===== config.mk =====
export PLATFORM = sky130hd
export DESIGN_NAME = sd_write_engine_flat
export DESIGN_NICKNAME = d
export VERILOG_FILES = /design/src/rtl/sd_write_if.sv /design/src/rtl/sd_write_engine.sv /design/src/flat_wrapper.sv
export SDC_FILE = /design/constraint.sdc
export NUM_CORES = 1
export LEC_CHECK = 0
export ABC_AREA = 1
export CAP_MARGIN = 5
export CELL_PAD_IN_SITES_DETAIL_PLACEMENT = 0
export CELL_PAD_IN_SITES_GLOBAL_PLACEMENT = 2
export CORE_MARGIN = 3
export CORE_UTILIZATION = 35
export DETAILED_ROUTE_END_ITERATION = 8
export HOLD_SLACK_MARGIN = 0.05
export PLACE_DENSITY = 0.82
export SYNTH_ARGS = -nofsm -noshare
export SYNTH_HDL_FRONTEND = slang
export SYNTH_SLANG_ARGS = --single-unit

===== constraint.sdc =====
create_clock -name clk -period 3.8 [get_ports clk]
set_input_delay 0.76 -clock clk [delete_from_list [all_inputs] [get_ports clk]]
set_output_delay 0.76 -clock clk [all_outputs]
set_load 0.01 [all_outputs]

===== src/rtl/sd_write_if.sv =====
// Bus bundle between the DRAM-to-SD bridge controller / SD card pins and the
// SD write engine. The master side owns the request and the card's MISO line;
// the slave side (the engine) drives MOSI and the status strobes.
interface sd_write_if;
  logic        start;
  logic [15:0] addr;
  logic [63:0] data;
  logic        miso;
  logic        mosi;
  logic        busy;
  logic        done;
  logic [1:0]  err;

  modport master (
    output start, addr, data, miso,
    input  mosi, busy, done, err
  );

  modport slave (
    input  start, addr, data, miso,
    output mosi, busy, done, err
  );
endinterface


===== src/rtl/sd_write_engine.sv =====
// SD single-block write front-end: serialises CMD24 with CRC7, collects R1,
// sends the data token, a 64-bit payload and its CRC16, collects the data
// response and waits for the card to release busy. Any card wait longer than
// TIMEOUT cycles aborts the transaction with err=3.
module sd_write_engine #(
  parameter int NWR     = 1,
  parameter int TIMEOUT = 10000
) (
  input  logic        clk,
  input  logic        rst_n,
  sd_write_if.slave   bus
);

  localparam int CNT_W   = 16;
  localparam int TMO_W   = $clog2(TIMEOUT + 1);
  localparam int GAP_CYC = 8 * NWR;

  typedef enum logic [3:0] {
    S_IDLE,
    S_CMD,
    S_WAIT_RSP,
    S_RSP,
    S_GAP,
    S_DATA,
    S_WAIT_DRSP,
    S_DRSP,
    S_BUSY,
    S_DONE
  } state_t;

  state_t             state_q, state_d;
  logic [CNT_W-1:0]   cnt_q, cnt_d;
  logic [TMO_W-1:0]   tmo_q, tmo_d;
  logic [6:0]         rcv_q, rcv_d;
  logic [87:0]        sh_q, sh_d;
  logic [63:0]        data_q, data_d;
  logic               mosi_q, mosi_d;
  logic [1:0]         err_q, err_d;

  logic [47:0]        cmd_frame;
  logic [87:0]        data_frame;
  logic [7:0]         rsp_full;

  // CRC7 over the command header, polynomial x^7+x^3+1, MSB first, init 0.
  function automatic logic [6:0] crc7_calc(input logic [39:0] bits);
    logic [6:0] c;
    logic       fb;
    c = '0;
    for (int i = 39; i >= 0; i--) begin
      fb = bits[i] ^ c[6];
      c  = {c[5:0], 1'b0};
      if (fb) c = c ^ 7'h09;
    end
    return c;
  endfunction

  // CRC16-CCITT over the payload, polynomial x^16+x^12+x^5+1, MSB first, init 0.
  function automatic logic [15:0] crc16_calc(input logic [63:0] bits);
    logic [15:0] c;
    logic        fb;
    c = '0;
    for (int i = 63; i >= 0; i--) begin
      fb = bits[i] ^ c[15];
      c  = {c[14:0], 1'b0};
      if (fb) c = c ^ 16'h1021;
    end
    return c;
  endfunction

  // The command frame is built from the live address so bit 47 can leave on
  // the very next cycle; the data frame is built from the latched payload.
  assign cmd_frame  = {2'b01, 6'd24, 16'h0000, bus.addr,
                       crc7_calc({2'b01, 6'd24, 16'h0000, bus.addr}), 1'b1};
  assign data_frame = {8'hFE, data_q, crc16_calc(data_q)};

  // Response byte as it will stand after the current MISO sample is shifted in.
  assign rsp_full   = {rcv_q, bus.miso};

  assign bus.mosi = mosi_q;
  assign bus.busy = (state_q != S_IDLE) && (state_q != S_DONE);
  assign bus.done = (state_q == S_DONE);
  assign bus.err  = err_q;

  // Next-state, serialiser and response-capture logic.
  always_comb begin
    state_d = state_q;
    cnt_d   = cnt_q;
    tmo_d   = tmo_q;
    rcv_d   = rcv_q;
    sh_d    = sh_q;
    data_d  = data_q;
    mosi_d  = 1'b1;
    err_d   = err_q;

    case (state_q)
      S_IDLE: begin
        if (bus.start) begin
          data_d  = bus.data;
          sh_d    = {cmd_frame[46:0], {41{1'b1}}};
          mosi_d  = cmd_frame[47];
          cnt_d   = '0;
          state_d = S_CMD;
        end
      end

      S_CMD: begin
        if (cnt_q == CNT_W'(47)) begin
          tmo_d   = '0;
          state_d = S_WAIT_RSP;
        end else begin
          mosi_d = sh_q[87];
          sh_d   = {sh_q[86:0], 1'b1};
          cnt_d  = cnt_q + CNT_W'(1);
        end
      end

      S_WAIT_RSP: begin
        if (!bus.miso) begin
          rcv_d   = '0;
          cnt_d   = '0;
          state_d = S_RSP;
        end else if (tmo_q == TMO_W'(TIMEOUT - 1)) begin
          err_d   = 2'd3;
          state_d = S_DONE;
        end else begin
          tmo_d = tmo_q + TMO_W'(1);
        end
      end

      S_RSP: begin
        rcv_d = rsp_full[6:0];
        if (cnt_q == CNT_W'(6)) begin
          cnt_d = '0;
          if (rsp_full == 8'h00) begin
            state_d = S_GAP;
          end else begin
            err_d   = 2'd1;
            state_d = S_DONE;
          end
        end else begin
          cnt_d = cnt_q + CNT_W'(1);
        end
      end

      S_GAP: begin
        if (cnt_q == CNT_W'(GAP_CYC - 1)) begin
          mosi_d  = data_frame[87];
          sh_d    = {data_frame[86:0], 1'b1};
          cnt_d   = '0;
          state_d = S_DATA;
        end else begin
          cnt_d = cnt_q + CNT_W'(1);
        end
      end

      S_DATA: begin
        if (cnt_q == CNT_W'(87)) begin
          tmo_d   = '0;
          state_d = S_WAIT_DRSP;
        end else begin
          mosi_d = sh_q[87];
          sh_d   = {sh_q[86:0], 1'b1};
          cnt_d  = cnt_q + CNT_W'(1);
        end
      end

      S_WAIT_DRSP: begin
        if (!bus.miso) begin
          rcv_d   = '0;
          cnt_d   = '0;
          state_d = S_DRSP;
        end else if (tmo_q == TMO_W'(TIMEOUT - 1)) begin
          err_d   = 2'd3;
          state_d = S_DONE;
        end else begin
          tmo_d = tmo_q + TMO_W'(1);
        end
      end

      S_DRSP: begin
        rcv_d = rsp_full[6:0];
        if (cnt_q == CNT_W'(6)) begin
          cnt_d = '0;
          if ((rsp_full & 8'h1F) == 8'h05) begin
            tmo_d   = '0;
            state_d = S_BUSY;
          end else begin
            err_d   = 2'd2;
            state_d = S_DONE;
          end
        end else begin
          cnt_d = cnt_q + CNT_W'(1);
        end
      end

      S_BUSY: begin
        if (bus.miso) begin
          err_d   = 2'd0;
          state_d = S_DONE;
        end else if (tmo_q == TMO_W'(TIMEOUT - 1)) begin
          err_d   = 2'd3;
          state_d = S_DONE;
        end else begin
          tmo_d = tmo_q + TMO_W'(1);
        end
      end

      S_DONE: begin
        state_d = S_IDLE;
      end

      default: begin
        state_d = S_IDLE;
      end
    endcase
  end

  // State, counters, shift register and latches; reset aborts any transfer.
  always_ff @(posedge clk or negedge rst_n) begin
    if (!rst_n) begin
      state_q <= S_IDLE;
      cnt_q   <= '0;
      tmo_q   <= '0;
      rcv_q   <= '0;
      sh_q    <= '1;
      data_q  <= '0;
      mosi_q  <= 1'b1;
      err_q   <= 2'd0;
    end else begin
      state_q <= state_d;
      cnt_q   <= cnt_d;
      tmo_q   <= tmo_d;
      rcv_q   <= rcv_d;
      sh_q    <= sh_d;
      data_q  <= data_d;
      mosi_q  <= mosi_d;
      err_q   <= err_d;
    end
  end

endmodule


===== src/flat_wrapper.sv =====
// flat-port wrapper written by rule: the top's interface ports become plain ports
module sd_write_engine_flat 
#(
  parameter int NWR     = 1,
  parameter int TIMEOUT = 10000
)
  (clk, rst_n, bus_start, bus_addr, bus_data, bus_miso, bus_mosi, bus_busy, bus_done, bus_err);
  sd_write_if bus_i ();
  input  logic clk;
  input  logic rst_n;
  input wire logic [$bits(bus_i.start)-1:0] bus_start;
  input wire logic [$bits(bus_i.addr)-1:0] bus_addr;
  input wire logic [$bits(bus_i.data)-1:0] bus_data;
  input wire logic [$bits(bus_i.miso)-1:0] bus_miso;
  output wire logic [$bits(bus_i.mosi)-1:0] bus_mosi;
  output wire logic [$bits(bus_i.busy)-1:0] bus_busy;
  output wire logic [$bits(bus_i.done)-1:0] bus_done;
  output wire logic [$bits(bus_i.err)-1:0] bus_err;
  assign bus_i.start = bus_start;
  assign bus_i.addr = bus_addr;
  assign bus_i.data = bus_data;
  assign bus_i.miso = bus_miso;
  assign bus_mosi = bus_i.mosi;
  assign bus_busy = bus_i.busy;
  assign bus_done = bus_i.done;
  assign bus_err = bus_i.err;
  sd_write_engine #(.NWR(NWR), .TIMEOUT(TIMEOUT)) u_core (.clk(clk), .rst_n(rst_n), .bus(bus_i));
endmodule

==> flow_metrics.py, run 1 <==
metrics = {
    "timing": {
        "skew_ns": 0.0153,
        "relSlewSlack_pct": 46.2,
        "finalSetupTns_ns": 0,
        "slew_viol_final": 0,
        "setup_viol": 0,
        "rsz0062_at_grt": "yes",
        "post-route-period-util_pct": 93.5,
        "post-route-min-period_ns": 3.55,
        "max_freq_ghz": 0.282,
        "tightestPinTransition_ns": 0.806,
        "timing.final.hold_violations": 0,
    },
    "final_layout": {
        "final_area_um2": 15800,
        "synthToLayoutAreaGrowth_pct": 23.8,
        "nets": 1920,
        "drive_gt1_share_pct": 24.3,
        "final_common_cell": "nand2_1",
        "antenna_cells": 0,
        "post-route-util_pct": 44.2,
        "layout_common_cells": "nand2_1 (339), inv_1 (188), nand3_1 (165), nor2_1 (162), o21ai_0 (120)",
        "fillers": 3644,
    },
    "clock_network": {
        "clockBufferDepth": 2,
        "cts_hold_buf": 0,
        "cts-htree-levels": 4,
        "clock_latency_ns": 0.46,
        "cts_sinks": 195,
        "numCtsBuffers": 17,
        "cts_tree": "yes",
        "clkTransAtPathRegs_ns": 0.08,
        "clock-root-buffer": "clkbuf_16",
    },
    "route": {
        "met1_length_um": 18100,
        "top_layer_used": "met4",
        "dr.first_iter.drc_count": 581,
        "drt-wirelength-per-cell_um": 16.4,
        "wl_met2_um": 18500,
        "drtPass1Iterations": 5,
        "totalWireLength_um": 37900,
        "ant_nets": 0,
        "met3_length_um": 1030,
        "vias": 11500,
        "via_per_inst": 5.00,
        "drc": 0,
    },
    "synth": {
        "synth_top_area_share_pct": 20.9,
        "ys.flop_type": "dfrtp_1",
        "synth_top_area_cell": "dfrtp_1",
        "syn_area_per_cell_um2": 7.42,
        "yosys_warnings": 0,
        "async_flop_share_pct": 100,
        "synthTopCellsByArea": "dfrtp_1 (21%), dfstp_2 (18%), nand2_1 (11%)",
        "synth_seq_cells": 195,
        "yosys.cell_types.count": 46,
        "syn-cell-area_um2": 12800,
        "yosysSeqAreaShare_pct": 39.0,
        "synth_cells": 1725,
        "synth_edf_count": 0,
        "syn-num-nets": 1812,
    },
    "critical_path": {
        "r2r_end": "u_core.sh_q[9]$_DFFE_PN1P_",
        "cp.arrival_ns": 3.93,
        "rr_startpoint": "u_core.data_q[61]$_DFFE_PN0P_",
        "cp-start-kind": "flop",
        "worstPathRequired_ns": 4.18,
        "worst_path_max_delay_cell": "dfrtp_2",
        "crit_family": "simple AND/OR/NAND/NOR gates",
        "reg2reg_depth": 25,
        "crit_top_cell": "nand2_2",
        "critPathMaxStageDelay_ns": 0.48,
        "crit_path_max_fanout": 6,
        "rrSetupSlack_ns": 0.25,
        "cp_num_buf_inv": 2,
        "worst-setup-path-type": "reg -> reg",
        "endpoint_kind": "flop",
    },
    "global_route": {
        "grtUsageTotal_pct": 19.5,
        "grt_pass1_wl_um": 60600,
        "grt_pass1_vias": 11300,
        "grt_max_degree": 91,
        "gr-total-overflow": 0,
        "antenna_found_initial": 0,
    },
    "floorplanning": {
        "core_um2": 35800,
        "die-area_um2": 38900,
        "ios": 89,
        "dieWidth_um": 197,
        "initial_core_util_pct": 35.7,
        "die_h_um": 197,
        "rows": 69,
    },
    "run": {
        "max_cap_viol_count": 0,
    },
    "placement": {
        "gp_congestion": 0.845,
        "hpwl_um": 28500,
        "port_buffers": 88,
        "dpl_cell_area_um2": 14400,
    },
    "outcome": {
        "outcome": "complete, no violations",
    },
    "worst_hold_path": {
        "hp-class": "in -> async",
    },
}
==> how the worst max path moves through the flow <==
| stage | endpoint | slack [ns] | start | cells past startpoint |
|---|---|---|---|---|
| floorplan | u_core.sh_q[15]$_DFFE_PN1P_ | 0.67 | u_core.data_q[61]$_DFFE_PN0P_ | 30 |
| global placement | u_core.sh_q[16]$_DFFE_PN1P_ | 0.05 | u_core.data_q[62]$_DFFE_PN0P_ | 25 |
| detailed placement | u_core.sh_q[8]$_DFFE_PN1P_ | -0.005 | u_core.data_q[62]$_DFFE_PN0P_ | 26 |
| CTS | u_core.sh_q[7]$_DFFE_PN1P_ | 0.009 | u_core.data_q[63]$_DFFE_PN0P_ | 30 |
| global route | u_core.sh_q[8]$_DFFE_PN1P_ | -0.06 | u_core.data_q[61]$_DFFE_PN0P_ | 29 |
| finish | u_core.sh_q[9]$_DFFE_PN1P_ | 0.25 | u_core.data_q[61]$_DFFE_PN0P_ | 25 |
==> metrics by stage <==
| step | cells | hold slack, ns | setup WS, ns |
|---|---|---|---|
| after CTS | 2286 | 0.386 | 0.00885 |
| after global routing | 2307 | 0.412 | -0.0584 |
| after detailed placement | 2254 | 0.456 | -0.00508 |
| after floorplan | 1725 | 0.444 | 0.669 |
| final | 2307 | 0.370 | 0.249 |
| after global placement | 2254 | 0.453 | 0.0505 |
==> registers in the layout (all words and copies together), names as in the netlist <==
| register | flops |
|---|---|
| u_core.bus.err | 2 |
| u_core.bus.mosi | 1 |
| u_core.data_q | 64 |
| u_core.cnt_q | 16 |
| u_core.tmo_q | 14 |
| u_core.state_q | 4 |
| u_core.sh_q | 87 |
| u_core.rcv_q | 7 |
==> per-layer routing <==
layer	global-route usage [%]	vias up
met5	0	-
met4	3.25	0
met3	3.05	18
met2	32.9	159
met1	27.0	5481
li1	-	5871
==> cell usage after synthesis, types with 33 or more instances <==
library cell    n
nor3_1         43
dfrtp_1       107
nor2_1        166
nand2_4        35
clkbuf_1       39
dfstp_2        88
xor2_1         35
nand3_2        33
nand3_1       186
inv_1         198
a21oi_1        35
o21ai_0       120
nand2_2        74
nand2_1       378
==> cell type report <==
| type | count | area (um^2) | share of cell area [%] |
|---|---|---|---|
| clock buffer | 17 | 425 | 2.68 |
| multi-input combinational | 1261 | 7520 | 47.5 |
| clock inverter | 15 | 145 | 0.916 |
| inverter | 214 | 813 | 5.13 |
| sequential | 195 | 5000 | 31.5 |
| timing repair buffer | 144 | 1370 | 8.63 |
| tap | 461 | 577 | 3.64 |
==> timing repair <==
item	4_1_cts	5_1_grt
pin swaps	0	34
endpoints found under the hold margin	0	0
gates resized for setup	1	158
setup buffers	0	21
setup endpoints to repair	6	16
==> cells by family after synthesis <==
family,count (synthesis),synth area share [%]
and+or+nand+nor,945,36.2
adders and majority gates,3,0.293
xor gates and xnor gates,61,4.29
DFF,195,39.0
buffers and inverters,269,8.28
muxes,2,0.176
AOI/OAI and AO/OA,250,11.8
Power of run 1 is not shown: default switching activity piles up to over one toggle a cycle in this logic, so the estimate is an artifact.
==> run 2: changes to the inputs <==
--- a/config.mk
+++ b/config.mk
@@ -13,7 +13,8 @@
 export CORE_UTILIZATION = 35
 export DETAILED_ROUTE_END_ITERATION = 8
 export HOLD_SLACK_MARGIN = 0.05
-export PLACE_DENSITY = 0.82
+export PLACE_DENSITY = 0.78
+export SLEW_MARGIN = 40
 export SYNTH_ARGS = -nofsm -noshare
 export SYNTH_HDL_FRONTEND = slang
 export SYNTH_SLANG_ARGS = --single-unit
==> constraint.sdc (replaced) <==
create_clock -name clk -period 3.4 [get_ports clk]
set_input_delay 0.68 -clock clk [delete_from_list [all_inputs] [get_ports clk]]
set_output_delay 0.68 -clock clk [all_outputs]
set_load 0.01 [all_outputs]
==> flow_metrics.py, run 2 (same netlist as run 1, synthesis figures left out) <==
metrics = {
    "final_layout": {
        "top_register": "u_core.sh_q",
        "drive_gt1_share_pct": 35.3,
        "synthToLayoutAreaGrowth_pct": 38.2,
        "fillers": 3521,
        "final_common_cell": "nand2_1",
        "largest_register_ff_count": 87,
        "antenna_cells": 0,
        "post-route-util_pct": 49.4,
        "layout_common_cells": "nand2_1 (282), inv_1 (168), buf_4 (166), nor2_1 (160), nand3_1 (132)",
        "nets": 2049,
        "reg_top3": "u_core.sh_q (87), u_core.data_q (64), u_core.cnt_q (16)",
        "final_cells": 2436,
    },
    "route": {
        "vias": 12300,
        "via_per_inst": 5.03,
        "drc": 0,
        "ant_nets": 0,
        "dr.first_iter.drc_count": 555,
        "drtPass1Iterations": 5,
        "drt-wirelength-per-cell_um": 16.7,
        "totalWireLength_um": 40600,
    },
    "global_route": {
        "grtUsageTotal_pct": 20.9,
        "gr-total-overflow": 0,
        "grt_pass1_wl_um": 64500,
        "grt_max_degree": 91,
        "antenna_found_initial": 0,
        "grt_pass1_vias": 12100,
    },
    "timing": {
        "max_freq_ghz": 0.282,
        "holdWs_ns": 0.238,
        "post-route-period-util_pct": 104,
        "layout_setup_ws_ns": -0.149,
        "rsz0062_at_grt": "yes",
        "slew_viol_final": 0,
        "finalSetupTns_ns": -1.42,
        "tightestPinTransition_ns": 0.684,
        "post-route-min-period_ns": 3.55,
        "timing.final.hold_violations": 0,
        "setup_viol": 16,
        "skew_ns": 0.0136,
        "relSlewSlack_pct": 54.4,
    },
    "floorplanning": {
        "rows": 69,
        "core_um2": 35800,
        "die-area_um2": 38900,
        "initial_core_util_pct": 35.7,
        "die_h_um": 197,
        "dieWidth_um": 197,
        "ios": 89,
    },
    "critical_path": {
        "cp-start-kind": "flop",
        "worst-setup-path-type": "reg -> reg",
        "cp.arrival_ns": 3.94,
        "worstPathRequired_ns": 3.79,
        "endpoint_kind": "flop",
        "crit_path_max_fanout": 6,
    },
    "clock_network": {
        "clock_latency_ns": 0.46,
        "cts-htree-levels": 4,
        "cts_tree": "yes",
        "cts_sinks": 195,
        "numCtsBuffers": 17,
        "clockBufferDepth": 2,
        "clock-root-buffer": "clkbuf_16",
        "clkTransAtPathRegs_ns": 0.08,
    },
    "placement": {
        "gp_congestion": 0.883,
        "dp_cells": 2364,
        "port_buffers": 88,
        "hpwl_um": 29800,
    },
    "outcome": {
        "violations": "negative setup slack",
        "outcome": "complete, but fails checks",
    },
    "worst_hold_path": {
        "hp-class": "in -> async",
    },
    "run": {
        "max_cap_viol_count": 0,
    },
}
-- run 2: cell count changes in the layout (fill, tap and decap cells not counted), moves of 12 or more --
cell and change:
inv_2 +15, buf_6 +12, nand2_2 +19, nand3_4 +13
nand2_1 -57, nand3_2 +20, nand2_4 +27, inv_1 -20
nand3_1 -33, buf_4 +115
-- run 2: repair_timing --
action                                  CTS  global route
pin swaps                                32           106
resized for setup                       150           218
setup buffers                            22            18
hold endpoints to repair                  0             0
hold buffers                              0             0
endpoints found under the setup margin   16            16
-- run 2: path summary, 6_finish.rpt --
kind,startpoint,endpoint,slack [ns],cells after the start
worst min register to register,u_core.sh_q[85]$_DFFE_PN1P_,u_core.sh_q[85]$_DFFE_PN1P_,0.47,2
worst min-delay path,rst_n,u_core.data_q[12]$_DFFE_PN0P_,0.24,1
worst max register to register,u_core.data_q[61]$_DFFE_PN0P_,u_core.sh_q[13]$_DFFE_PN1P_,-0.15,25
max in group asynchronous,rst_n,u_core.sh_q[9]$_DFFE_PN1P_,2.27,2
min in group clk,u_core.sh_q[85]$_DFFE_PN1P_,u_core.sh_q[85]$_DFFE_PN1P_,0.47,2
worst max-delay path,u_core.data_q[61]$_DFFE_PN0P_,u_core.sh_q[13]$_DFFE_PN1P_,-0.15,25
-- run 2: critical path: stages, from the launching register on --
cell     delay [ns]
dfrtp_2        0.50
buf_6          0.15
xor2_2         0.19
nand2_2        0.09
nand2_2        0.09
nand2_4        0.07
nand2_2        0.09
nand2_4        0.09
nand2_4        0.13
nand2_1        0.07
nand2_1        0.14
xor2_1         0.21
nand3_2        0.16
nand2_4        0.12
buf_4          0.18
xor2_4         0.18
nand3_4        0.12
nand2_2        0.10
nand2_1        0.06
nand2_2        0.11
nand3_4        0.12
nand2_4        0.11
nand2_2        0.07
nand3_1        0.07
nand3_1        0.10
a21oi_2        0.16
-- run 2: layout make-up --
type | count | area [um^2] | share of cell area [%]
tap | 461 | 577 | 3.26
clock buffer | 20 | 468 | 2.65
multi-input combinational | 1261 | 8320 | 47.0
timing repair buffer | 273 | 2400 | 13.6
clock inverter | 12 | 93.8 | 0.531
sequential | 195 | 5000 | 28.3
inverter | 214 | 826 | 4.67
-- run 2: through the flow --
stage	setup WS [ns]	cell area [um^2]
after floorplan	0.269	12800
after global placement	-0.339	15200
after detailed placement	-0.354	15200
after CTS	-0.139	16600
after global routing	-0.403	17700
final	-0.149	17700
-- run 2: metal layers --
layer  global-route usage, %  part of all wire (%)  wire (um)  up-vias
li1                        -                     -          -     6135
met1                    28.4                    46      18700     5864
met2                    34.7                    49      19900      207
met3                    3.02                   2.8       1130       51
met4                    5.97                   2.3        929        0
met5                       0                     0          0        -
Power of run 2 is left out for the same reason.
